`src/rtl/transport_pkg.sv`:
```
// Shared state encodings and song-address remap defaults for the transport controller.
package transport_pkg;

    localparam logic [1:0] STATE_STANDBY = 2'b00;
    localparam logic [1:0] STATE_PLAY    = 2'b01;
    localparam logic [1:0] STATE_RECORD  = 2'b10;
    localparam logic [1:0] STATE_PAUSED  = 2'b11;

    typedef enum logic [1:0] {
        ST_STANDBY = STATE_STANDBY,
        ST_PLAY    = STATE_PLAY,
        ST_RECORD  = STATE_RECORD,
        ST_PAUSED  = STATE_PAUSED
    } state_t;

    localparam int DEF_REMAP_THRESH = 6;
    localparam int DEF_REMAP_OFFSET = 2;

endpackage

```
`src/rtl/edge_detect.sv`:
```
// Rising-edge detector for a synced button level; prev resets high so a button
// held through reset does not look like a fresh press.
module edge_detect (
    input  logic clk,
    input  logic reset_n,
    input  logic i_level,
    output logic o_rise
);

    logic r_prev;

    // NOTE: sequential state is always assigned with <= so every flop samples pre-edge values.
    always_ff @(posedge clk) begin
        if (!reset_n) begin
            r_prev <= 1'b1;
        end else begin
            r_prev <= i_level;
        end
    end

    assign o_rise = i_level & ~r_prev;

endmodule

```
`src/rtl/transport_fsm.sv`:
```
// Transport controller: standby/play/record/pause sequencing with latched song settings.
// Optional build macro LOOP_PLAYBACK_EN restarts the song on song_done while in PLAY.
module transport_fsm
    import transport_pkg::*;
#(
    parameter int NUM_TRACKS   = 4,
    parameter int SONG_W       = 4,
    parameter int EFX_W        = 7,
    parameter int EFXVAL_W     = 17,
    parameter int REMAP_THRESH = DEF_REMAP_THRESH,
    parameter int REMAP_OFFSET = DEF_REMAP_OFFSET
) (
    input  logic                  clk,
    input  logic                  reset_n,
    input  logic                  but_ent,
    input  logic                  but_pause,
    input  logic [SONG_W-1:0]     song_name_sel,
    input  logic [NUM_TRACKS-1:0] track_arm_sel,
    input  logic [EFX_W-1:0]      effects_sel,
    input  logic [EFXVAL_W-1:0]   effect_values_sel,
    input  logic                  song_done,
    output logic [SONG_W-1:0]     song_name,
    output logic [SONG_W-1:0]     song_choice,
    output logic [NUM_TRACKS-1:0] track_rec_en,
    output logic [EFX_W-1:0]      effects,
    output logic [EFXVAL_W-1:0]   effect_values,
    output logic                  start_song,
    output logic                  pause_song,
    output logic [1:0]            cfsm_state
);

    state_t                r_state, w_next_state;
    state_t                r_resume, w_next_resume;
    logic                  r_start_song, w_start_next;
    logic                  r_pause_song;
    logic                  w_latch;
    logic                  w_ent_ev, w_pause_ev;
    logic [SONG_W-1:0]     w_choice;
    logic [SONG_W-1:0]     r_song_name, r_song_choice;
    logic [NUM_TRACKS-1:0] r_track_rec;
    logic [EFX_W-1:0]      r_effects;
    logic [EFXVAL_W-1:0]   r_effect_values;

    edge_detect u_ent_edge (
        .clk     (clk),
        .reset_n (reset_n),
        .i_level (but_ent),
        .o_rise  (w_ent_ev)
    );

    edge_detect u_pause_edge (
        .clk     (clk),
        .reset_n (reset_n),
        .i_level (but_pause),
        .o_rise  (w_pause_ev)
    );

    assign w_choice = (int'(song_name_sel) < REMAP_THRESH) ? song_name_sel
                                                           : song_name_sel + SONG_W'(REMAP_OFFSET);

    // NOTE: every always_comb output gets a default first so no path can infer a latch.
    always_comb begin
        w_next_state  = r_state;
        w_next_resume = r_resume;
        w_start_next  = 1'b0;
        w_latch       = 1'b0;
        case (r_state)
            ST_STANDBY: begin
                if (w_ent_ev) begin
                    w_latch      = 1'b1;
                    w_start_next = 1'b1;
                    w_next_state = (|track_arm_sel) ? ST_RECORD : ST_PLAY;
                end
            end
            ST_PLAY, ST_RECORD: begin
                // The start_song cycle belongs to the memory handshake; events there are dropped.
                if (!r_start_song) begin
                    if (song_done) begin
`ifdef LOOP_PLAYBACK_EN
                        if (r_state == ST_PLAY) begin
                            w_start_next = 1'b1;
                        end else begin
                            w_next_state = ST_STANDBY;
                        end
`else
                        w_next_state = ST_STANDBY;
`endif
                    end else if (w_ent_ev) begin
                        w_next_state = ST_STANDBY;
                    end else if (w_pause_ev) begin
                        w_next_resume = r_state;
                        w_next_state  = ST_PAUSED;
                    end
                end
            end
            ST_PAUSED: begin
                if (song_done || w_ent_ev) begin
                    w_next_state = ST_STANDBY;
                end else if (w_pause_ev) begin
                    w_next_state = r_resume;
                end
            end
            default: w_next_state = ST_STANDBY;
        endcase
    end

    always_ff @(posedge clk) begin
        if (!reset_n) begin
            r_state         <= ST_STANDBY;
            r_resume        <= ST_PLAY;
            r_start_song    <= 1'b0;
            r_pause_song    <= 1'b1;
            r_song_name     <= '0;
            r_song_choice   <= '0;
            r_track_rec     <= '0;
            r_effects       <= '0;
            r_effect_values <= '0;
        end else begin
            r_state      <= w_next_state;
            r_resume     <= w_next_resume;
            r_start_song <= w_start_next;
            r_pause_song <= (w_next_state == ST_STANDBY) || (w_next_state == ST_PAUSED);
            if (w_latch) begin
                r_song_name     <= song_name_sel;
                r_song_choice   <= w_choice;
                r_track_rec     <= track_arm_sel;
                r_effects       <= effects_sel;
                r_effect_values <= effect_values_sel;
            end
        end
    end

    // Armed tracks stay latched but only reach the recorder while a recording is live or paused.
    assign track_rec_en  = ((r_state == ST_RECORD) ||
                            (r_state == ST_PAUSED && r_resume == ST_RECORD)) ? r_track_rec : '0;
    assign song_name     = r_song_name;
    assign song_choice   = r_song_choice;
    assign effects       = r_effects;
    assign effect_values = r_effect_values;
    assign start_song    = r_start_song;
    assign pause_song    = r_pause_song;
    assign cfsm_state    = r_state;

endmodule

```
`config.mk`:
```
export PLATFORM = sky130hd
export DESIGN_NAME = transport_fsm
export DESIGN_NICKNAME = d
export VERILOG_FILES = /design/src/rtl/transport_pkg.sv /design/src/rtl/edge_detect.sv /design/src/rtl/transport_fsm.sv
export SDC_FILE = /design/constraint.sdc
export NUM_CORES = 1
export LEC_CHECK = 0
export ABC_AREA = 0
export CAP_MARGIN = 20
export CORE_MARGIN = 4
export CORE_UTILIZATION = 44
export CTS_BUF_LIST = sky130_fd_sc_hd__clkbuf_8
export DETAILED_ROUTE_END_ITERATION = 16
export GPL_TIMING_DRIVEN = 0
export PLACE_DENSITY = 0.9
export REMOVE_ABC_BUFFERS = 1
export SLEW_MARGIN = 10
export SYNTH_ARGS = -nofsm -noshare
export SYNTH_HDL_FRONTEND = slang
export SYNTH_SLANG_ARGS = --single-unit
```
`constraint.sdc`:
```
create_clock -name clk -period 1.81 [get_ports clk]
set_input_delay 0.2715 -clock clk [delete_from_list [all_inputs] [get_ports clk]]
set_output_delay 0.2715 -clock clk [all_outputs]
set_load 0.02 [all_outputs]
```
==> flow_summary.yaml <==
synth:
  synthTopCellsByCount: "68 x nand2_1, 43 x dfxtp_1, 24 x a21boi_0"
  synth-seq-cells: 43
  ys_warn_count: 0
  yosysTopAreaCell: "dfxtp_1"
  synth.area.top_cells: "dfxtp_1 47%, nand2_1 14%, a21boi_0 9.9%, a21boi_1 3.7%, ha_1 3.4%"
  async_flop_share_pct: 0
  ys.flop_type: "dfxtp_1"
  synth_cells: 210
  yosysUniqueCellTypes: 33
  syn_avg_cell_area_sq_um: 8.69
  synth-edff-count: 0
  yosysMostFrequentCell: "nand2_1"
  synth_area_sq_mm: 0.00183
  synth_top_area_share_pct: 47.2
  yosysSeqAreaShare_pct: 47.2
setup_path:
  rrSetupSlack_ns: 0.20
  arrival_ns: 1.44
  r2r_cells: 5
  cp.required_ns: 1.54
  endpoint_kind: "output port"
  path_max_fanout: 5
  start_kind: "register"
  rr_startpoint: "cfsm_state[1]"
  startpoint: "cfsm_state[0]"
  crit_end: "track_rec_en[1]"
  critPathKind: "reg2out"
  rr_endpoint: "effect_values[4]"
grt:
  antenna_found_initial: 0
  grt_max_degree: 34
  grt_pass1_wl_microns: 7090
  grt_use_total_pct: 16.9
  overflow: 0
  grt_pass1_vias: 1615
cts:
  cts_buffers: 5
  clkSlewWorstSetupHoldPaths_ns: 0.08
  tritoncts: "yes"
  clockBufferDepth: 2
  worst_skew_pair.late_latency_ns: 0.28
  root_buffer: "clkbuf_8"
  h-tree-depth: 2
  numClockSinks: 43
  ctsHoldBuffers: 0
timing:
  setup_viol: 0
  finalHoldViolCount: 0
  clock_skew_ns: 0.00439
  rsz0062_at_grt: "no"
  slew_headroom_pct: 57.7
  period_minus_slack_ns: 1.71
  max_freq_mhz: 585
  worst_slack_ns: 0.0993
  period_share_pct: 94.5
  report.final.slew_viol_count: 0
  tightestPinTransition_ns: 0.632
  fin_setup_tns_ns: 0
  hold-worst-slack_ns: 0.450
detailed_routing:
  via_count: 1635
  drcViolationCount: 0
  wl_per_cell_microns: 13.0
  first_pass_iters: 4
  via_per_inst: 4.90
  antenna_left: 0
  initialDrtViolationCount: 86
  wirelength_microns: 4330
cells_and_area:
  area_delta_synth_final_pct: 50.2
  final_net_count: 325
  regArea_sq_um: 868
  layout-drive-gt1-share_pct: 9.15
  final_area_sq_mm: 0.00274
  fin_cells: 334
  multi_input_comb_area_sq_um: 908
  antenna_cells: 0
  fillers: 335
  final_util_pct: 68.5
place:
  gp_congestion: 0.738
  preCtsSetupSlack_ns: -0.455
  port_buffers: 76
  dp.cells: 326
  hpwl_microns: 3130
  postPlaceCellArea_sq_mm: 0.00263
floorplan:
  dieArea_sq_mm: 0.00524
  die_w_microns: 72.4
  ios: 77
  rows: 23
  die_h_microns: 72.4
  start_util_pct: 45.6
  core_sq_mm: 0.00400
power:
  internal_power_mw: 1.49
  pwr_density_cell_mw_per_mm2: 741
  power_frac_clock_pct: 27.5
  power.leakage_nw: 1.02
  combPwrFrac_pct: 22.0
  swShare_pct: 26.8
  irDropWorstVdd_v: 0.000516
  switchingPower_uw: 544
  total_power_mw: 2.03
  seqPwrFrac_pct: 50.5
run:
  drv_cap: 0
hold_path:
  min_path_type: "reg2reg"
status:
  outcome: "complete, no violations"
metal layers:
layer | wire [microns] | vias to the layer above | global-route usage [%] | part of all wire, %
li1 | - | 837 | - | -
met1 | 1840 | 751 | 18.6 | 42
met2 | 2170 | 41 | 30.8 | 50
met3 | 269 | 6 | 4.43 | 6.2
met4 | 51 | 0 | 6.15 | 1.2
met5 | 0 | - | 0 | 0
cells by family after synthesis:
kind of cell	count (synthesis)	synth area share (%)
mux	4	2.19
fa+ha+maj	5	3.43
compound gates	48	20.3
simple gates	93	22.5
buf+inv	17	4.46
flops	43	47.2
cell usage in the layout, fill, tap and decap left out, drive strengths merged:
cell / instances
nor2b: 5
o211a: 2
o32a: 1
and2: 2
clkinv: 1
a21oi: 3
nand2b: 5
o21ai: 1
o221ai: 1
o2111ai: 1
buf: 3
or4: 1
and2b: 1
nor2: 4
ha: 5
o211ai: 2
a31oi: 2
clkdlybuf4s50: 72
inv: 7
nand4b: 1
clkbuf: 5
nand3b: 1
and3: 2
nor3: 1
a21boi: 34
dfxtp: 43
clkdlybuf4s15: 3
nand2: 68
mux2i: 4
nand3: 2
o21bai: 1
how the worst min path moves through the flow:
stage / start / end / slack, ns / cells past startpoint
6_report: r_track_rec[2] / r_track_rec[2] / 0.45 / 2
5_1_grt: r_track_rec[0] / r_track_rec[0] / 0.48 / 2
4_1_cts: r_track_rec[0] / r_track_rec[0] / 0.45 / 2
3_5_place_dp: r_track_rec[0] / r_track_rec[0] / 0.44 / 2
3_3_place_gp: r_track_rec[0] / r_track_rec[0] / 0.44 / 2
2_1_floorplan: reset_n / u_ent_edge.r_prev / 0.34 / 1
registers in the layout, summed over array words and instances (netlist names):
register and flops:
song_name 4, effect_values 17, u_ent_edge.r_prev 1, r_resume 2, pause_song 1, song_choice 3, u_pause_edge.r_prev 1, cfsm_state 2
start_song 1, effects 7, r_track_rec 4
repair_timing:
| action | CTS | global route |
|---|---|---|
| resized for setup | 19 | 6 |
| setup buffers | 0 | 0 |
| hold endpoints to repair | 0 | 0 |
| endpoints found under the setup margin | 38 | 5 |
layout make-up:
cell class              count  share of cell area (%)
clock buffers               5                    2.51
inverters                   5                   0.685
flip-flops and latches     43                    31.7
multi-input cells         150                    33.1
repair buffers             78                    29.3
well taps                  50                    2.28
clock inverters             3                   0.456
power by group through the flow:
| stage | clock (mW) | sequential [mW] | combinational (mW) |
|---|---|---|---|
| 2_1_floorplan | 0 | 1.09 | 0.156 |
| 3_3_place_gp | 0 | 1.04 | 0.419 |
| 3_5_place_dp | 0 | 1.05 | 0.438 |
| 4_1_cts | 0.587 | 1.03 | 0.447 |
| 5_1_grt | 0.628 | 1.03 | 0.481 |
| 6_report | 0.558 | 1.03 | 0.447 |
worst max-delay path: stages, from the launching register on:
cell             delay [ns]
dfxtp_4                0.38
inv_2                  0.07
ha_2                   0.20
a31oi_4                0.19
nor2b_1                0.07
clkdlybuf4s15_2        0.25
Note: power is estimated with default switching activity, not from simulation.
==> patch 1, RTL diff (same flow settings) <==
The parameter `EFXVAL_W` goes from 17 to 34.
--- a/src/rtl/transport_fsm.sv
+++ b/src/rtl/transport_fsm.sv
@@ -8,3 +8,3 @@
     parameter int EFX_W        = 7,
-    parameter int EFXVAL_W     = 17,
+    parameter int EFXVAL_W     = 34,
     parameter int REMAP_THRESH = DEF_REMAP_THRESH,
Interface: changed (resized effect_values and effect_values_sel); port bits go from 77 to 111. The function was not compared with the original's and may differ.
==> patch 1 against the unedited design <==
  * Total power grew 53%
  * Sequential cell count grew 17
  * Cell area up 40%
  * Global-route usage grew 2.1 points
  * Clock power increased by 97%
  * Sequential power increased by 39%
  * Maximum frequency shrank 0.59%
  * Worst hold slack worse by 0.059 ns
  * Routed wire length grew 44%
  * Setup slack got worse by 0.010 ns
  * Synthesized cell count is 35% higher
  * Synthesized area rose by 33%
  * Critical endpoint is now track_rec_en[2]
==> patch 1: results (changes against the unedited design) <==
- Met2 wire length: 3170 um (was 2170 um)
- Register area share after synthesis: 0.494 (was 0.472)
- Port Buf Inserts: 110 (was 76)
- H-tree depth: 3 (was 2)
- Clock buffer depth: 2 (unchanged)
- DR WL met3: 460 um (was 269 um)
- Clk slew on worst S/H paths: 0.06 ns (was 0.08 ns)
- CP Max Fanout: 5 (unchanged)
- DRT met1 WL: 2520 um (was 1840 um)
- Global-route wire length before repair: 9830 um (was 7090 um)
- Outcome: complete, no violations (unchanged)
- Postcts setup bufs: 0 (unchanged)
- Hold Path Class: primary input to flip-flop (was flip-flop to flip-flop)
- Clk_lat worst skew: 0.32 ns (was 0.28 ns)
- Synth async-reset ratio: 0 (unchanged)
- CTS root buffer: clkbuf_8 (unchanged)
- Max reg flops: 34 (was 17)
- Setup Skew: 0.00468 ns (was 0.00439 ns)
- Diodes inserted: 0 (unchanged)
- Avg Vias per Cell: 4.78 (was 4.90)
- Commonest cells post-synth: nand2_1 (102), dfxtp_1 (60), a21boi_0 (50) (was nand2_1 (68), dfxtp_1 (43), a21boi_0 (24))
- Worst vdd ir: 518 uV (was 516 uV)
- Fillers: 378 (was 335)
- DP HPWL: 4560 um (was 3130 um)
- Routed length per placed instance: 13.5 um (was 13.0 um)
- CTS Buf Count: 9 (was 5)
- Critical path's slowest cell: dfxtp_4 (unchanged)
- Area contributors post-synth: dfxtp_1 (49%), nand2_1 (16%), a21boi_0 (15%) (was dfxtp_1 (47%), nand2_1 (14%), a21boi_0 (9.9%))
- Share of layout cells above drive strength 1: 0.0863 (was 0.0915)
- Initial antenna violation count: 0 (unchanged)
- Area after DPL: 3610 um2 (was 2630 um2)
- Initial drt markers: 96 (was 86)
- Distinct cells, synth: 30 (was 33)
- GP Congestion: 0.826 (was 0.738)
- Arrival time worst endpoint: 1.45 ns
- Top Layer Used: met4 (unchanged)
- Critical Path Max Stage Delay: 0.37 ns
- Final net count: 449 (was 325)
- Drt pass-1 iters: 4 (unchanged)
- Max_slew headroom: 0.718 (was 0.577)
- Largest net degree at the start of global routing: 37 (was 34)
- Vias in the first global route: 2180 (was 1615)
- Ys Warns: 0 (unchanged)
- P_leak: 1.41 nW (was 1.02 nW)
- GRT Overall Usage: 0.189 (was 0.169)
- Worst setup EP type: output port (unchanged)
- P per Cell Area: 809 nW/um2 (was 741 nW/um2)
- Top_reg_cell synth: dfxtp_1 (unchanged)
==> patch 1: path summary, 6_finish.rpt <==
| path | startpoint | to | slack, ns | depth (start not counted) |
|---|---|---|---|---|
| setup reg to reg | cfsm_state[0] | song_choice[2] | 0.18 | 6 |
| hold / removal | reset_n | r_resume[0] | 0.39 | 2 |
| hold reg to reg | r_track_rec[0] | r_track_rec[0] | 0.46 | 2 |
| setup / recovery | cfsm_state[0] | track_rec_en[2] | 0.09 | 5 |
==> patch 1: critical path: cells and delay by family, from the launching register on <==
family / cells / cell delay (ns)
flip-flops: 1 / 0.37
buffers and inverters: 2 / 0.31
adder cells (fa/ha/maj): 1 / 0.19
AO/OA/AOI/OAI: 1 / 0.18
AND/OR/NAND/NOR: 1 / 0.07
==> patch 1: stage by stage <==
stage | power, mW | setup TNS (ns) | cells | setup slack (ns)
after floorplan | 1.70 | -10.23 | 266 | -0.395
after global placement | 1.99 | -59.37 | 446 | -1.32
after detailed placement | 2.02 | -8.00 | 449 | -0.282
after CTS | 3.13 | 0 | 464 | 0.0125
after global routing | 3.25 | 0 | 464 | 0.0246
final | 3.10 | 0 | 464 | 0.0891
==> patch 1: layout make-up <==
cell class	instances	area share
Tap cell	70	0.0228
Sequential cell	60	0.315
Clock buffer	13	0.0467
Inverter	5	0.00490
Clock inverter	2	0.00228
Multi-Input combinational cell	201	0.303
Timing Repair Buffer	113	0.305
==> patch 1: per-layer routing <==
| metal | GRT usage | vias up |
|---|---|---|
| met3 | 0.0672 | 11 |
| met2 | 0.339 | 69 |
| li1 | - | 1149 |
| met4 | 0.0731 | 0 |
| met1 | 0.202 | 991 |
| met5 | 0 | - |
==> patch 1: logic make-up (layout without fill, tap and decap cells) <==
family	Yosys count	in the layout	synth area share
AND/OR/NAND/NOR	126	126	0.217
AO/OA/AOI/OAI	66	66	0.206
flip-flops	60	60	0.494
buffers and inverters	23	133	0.0407
adder cells (fa/ha/maj)	5	5	0.0257
multiplexers	4	4	0.0165
==> patch 1: repair_timing <==
action / 4_1_cts / 5_1_grt
resized for setup: 18 / 6
setup endpoints to repair: 8 / 30
hold endpoints to repair: 0 / 0
==> patch 1: power by group <==
group	internal, mW	switching (mW)
logic	0.306	0.271
clock network	0.632	0.467
registers	1.39	0.0386
total	2.33	0.777
==> patch 2, RTL diff (same settings) <==
Made on the original files. Make the reset (`reset_n`) asynchronous in 2 clocked blocks. Comments in the files are not updated.
--- a/src/rtl/edge_detect.sv
+++ b/src/rtl/edge_detect.sv
@@ -12,3 +12,3 @@
     // NOTE: sequential state is always assigned with <= so every flop samples pre-edge values.
-    always_ff @(posedge clk) begin
+    always_ff @(posedge clk or negedge reset_n) begin
         if (!reset_n) begin
--- a/src/rtl/transport_fsm.sv
+++ b/src/rtl/transport_fsm.sv
@@ -106,3 +106,3 @@
 
-    always_ff @(posedge clk) begin
+    always_ff @(posedge clk or negedge reset_n) begin
         if (!reset_n) begin
Function: differs if reset_n is asserted again (counterexample within 4 cycles, from zero or initial values and one cycle with reset_n low); with reset_n held inactive, the same outputs for 10 cycles.
==> patch 2 against the unedited design <==
  * Setup slack worse by 0.015 ns
  * Clock skew up 0.0020 ns
  * Core utilization up 1.6 points
  * Cell area up 6.0%
  * Sequential share of layout area up 5.6 points
  * Routed wire length down 2.2%
  * Synthesized area up 7.3%
  * Sequential cell count unchanged
  * Highest routed layer unchanged
Power is not compared: it rests on default switching activity, and its combinational part moved more than twofold at a synthesized area within 25%.
==> patch 2: results (changes against the unedited design) <==
- Outcome: complete, no violations (unchanged)
- Largest net degree at the start of global routing: 38 (was 34)
- CP Max Fanout: 7 (was 5)
- Flop2flop setup slack: 0.09 ns (was 0.20 ns)
- CTS Hold Bufs: 1 (was 0)
- Min-delay src: but_pause (was r_track_rec[2])
- Fillers: 294 (was 335)
- Commonest cells post-synth: dfrtp_1 (39), mux2_4 (21), mux2_2 (7), nor2_1 (7) (was nand2_1 (68), dfxtp_1 (43), a21boi_0 (24))
- Delay-heaviest family, CP: buffers and inverters (was flip-flops)
- Finished Layout Cells: 272 (was 334)
- Postcts setup bufs: 2 (was 0)
- Arrival time worst endpoint: 1.45 ns
- Non-clk buf share: 0.276 (was 0.293)
- Multi-input gate area: 850 um2 (was 908 um2)
- Hold Slack: 0.416 ns (was 0.450 ns)
- Critical path's slowest cell: clkdlybuf4s50_1 (was dfxtp_4)
- Vias in the first global route: 1454 (was 1615)
- Count of flip-flops and latches: 43 (unchanged)
- Worst vdd ir: 1040 uV
- Post-Syn Instances: 135 (was 210)
- Fin worst setup slack: 0.0840 ns (was 0.0993 ns)
- R2r worst-path depth: 7 (was 5)
- Initial drt markers: 79 (was 86)
- Area contributors post-synth: dfrtp_1 (50%), mux2_4 (16%), dfstp_2 (5.4%) (was dfxtp_1 (47%), nand2_1 (14%), a21boi_0 (9.9%))
- Buffers excl. clock: 83 (was 78)
- Area after DPL: 2760 um2 (was 2630 um2)
- Routed length per placed instance: 15.6 um (was 13.0 um)
- Diodes inserted: 0 (unchanged)
- Reg-to-reg endpoint: pause_song (was effect_values[4])
- Worst Hold Depth: 1 (was 2)
- Clock-cell share: 0.0306 (was 0.0297)
- Resize count post-CTS: 18 (was 19)
- Post-Synth XOR/XNOR Area: 0.00447 (was 0)
- Synth async-reset ratio: 1.00 (was 0)
- P_leak: 1.30 nW
- Hold Path Class: primary input to flip-flop (was flip-flop to flip-flop)
- Setup Skew: 0.00639 ns (was 0.00439 ns)
- DP HPWL: 3090 um (was 3130 um)
- Register area share after synthesis: 0.552 (was 0.472)
- Pre-CTS WS: -0.235 ns (was -0.455 ns)
- Post-Place Cells: 258 (was 326)
- Beginning of the critical path: cfsm_state[1] (was cfsm_state[0])
- Mux cell area share after synthesis: 0.245 (was 0.0219)
- Crit path to: cfsm_state[1] (was track_rec_en[1])
- Initial antenna violation count: 0 (unchanged)
- Via count: 1377 (was 1635)
- Top_reg_cell synth: dfrtp_1 (was dfxtp_1)
- Share of layout cells above drive strength 1: 0.297 (was 0.0915)
- Critical Path Max Stage Delay: 0.60 ns (was 0.38 ns)
- Synth Area in Adders: 0.0319 (was 0.0343)
- GP Congestion: 0.820 (was 0.738)
- Comb_multi_in: 83 (was 150)
- GRT Overall Usage: 0.162 (was 0.169)
- Hold EP: u_pause_edge.r_prev (was r_track_rec[2])
- Worst Tran Pin Value: 0.588 ns (was 0.632 ns)
- Global-route wire length before repair: 6690 um (was 7090 um)
- Post-synthesis compound-gate area fraction: 0.0498 (was 0.203)
- Register fraction of the total cell area: 0.373 (was 0.317)
==> patch 2: cell types whose count changed after synthesis, sizes merged, moves of 5 or more <==
cell | unedited run | this run
mux2 | 0 | 33
clkbuf | 6 | 0
dfrtp | 0 | 39
a21boi | 34 | 0
dfxtp | 43 | 0
o21ai | 1 | 6
nand2 | 68 | 6
==> patch 2: layer usage <==
| metal | vias up | global-route usage | part of all wire |
|---|---|---|---|
| li1 | 642 | - | - |
| met1 | 663 | 0.193 | 0.39 |
| met2 | 64 | 0.238 | 0.45 |
| met3 | 8 | 0.0961 | 0.13 |
| met4 | 0 | 0.0692 | 0.022 |
| met5 | - | 0 | 0 |
==> patch 2: where the power goes <==
group	internal (mW)	leakage (nW)	total, mW	switching [mW]
clock network	0.268	0.0402	0.597	0.328
logic	1.48	0.748	2.67	1.19
registers	1.44	0.507	1.72	0.284
total	3.19	1.30	4.99	1.80
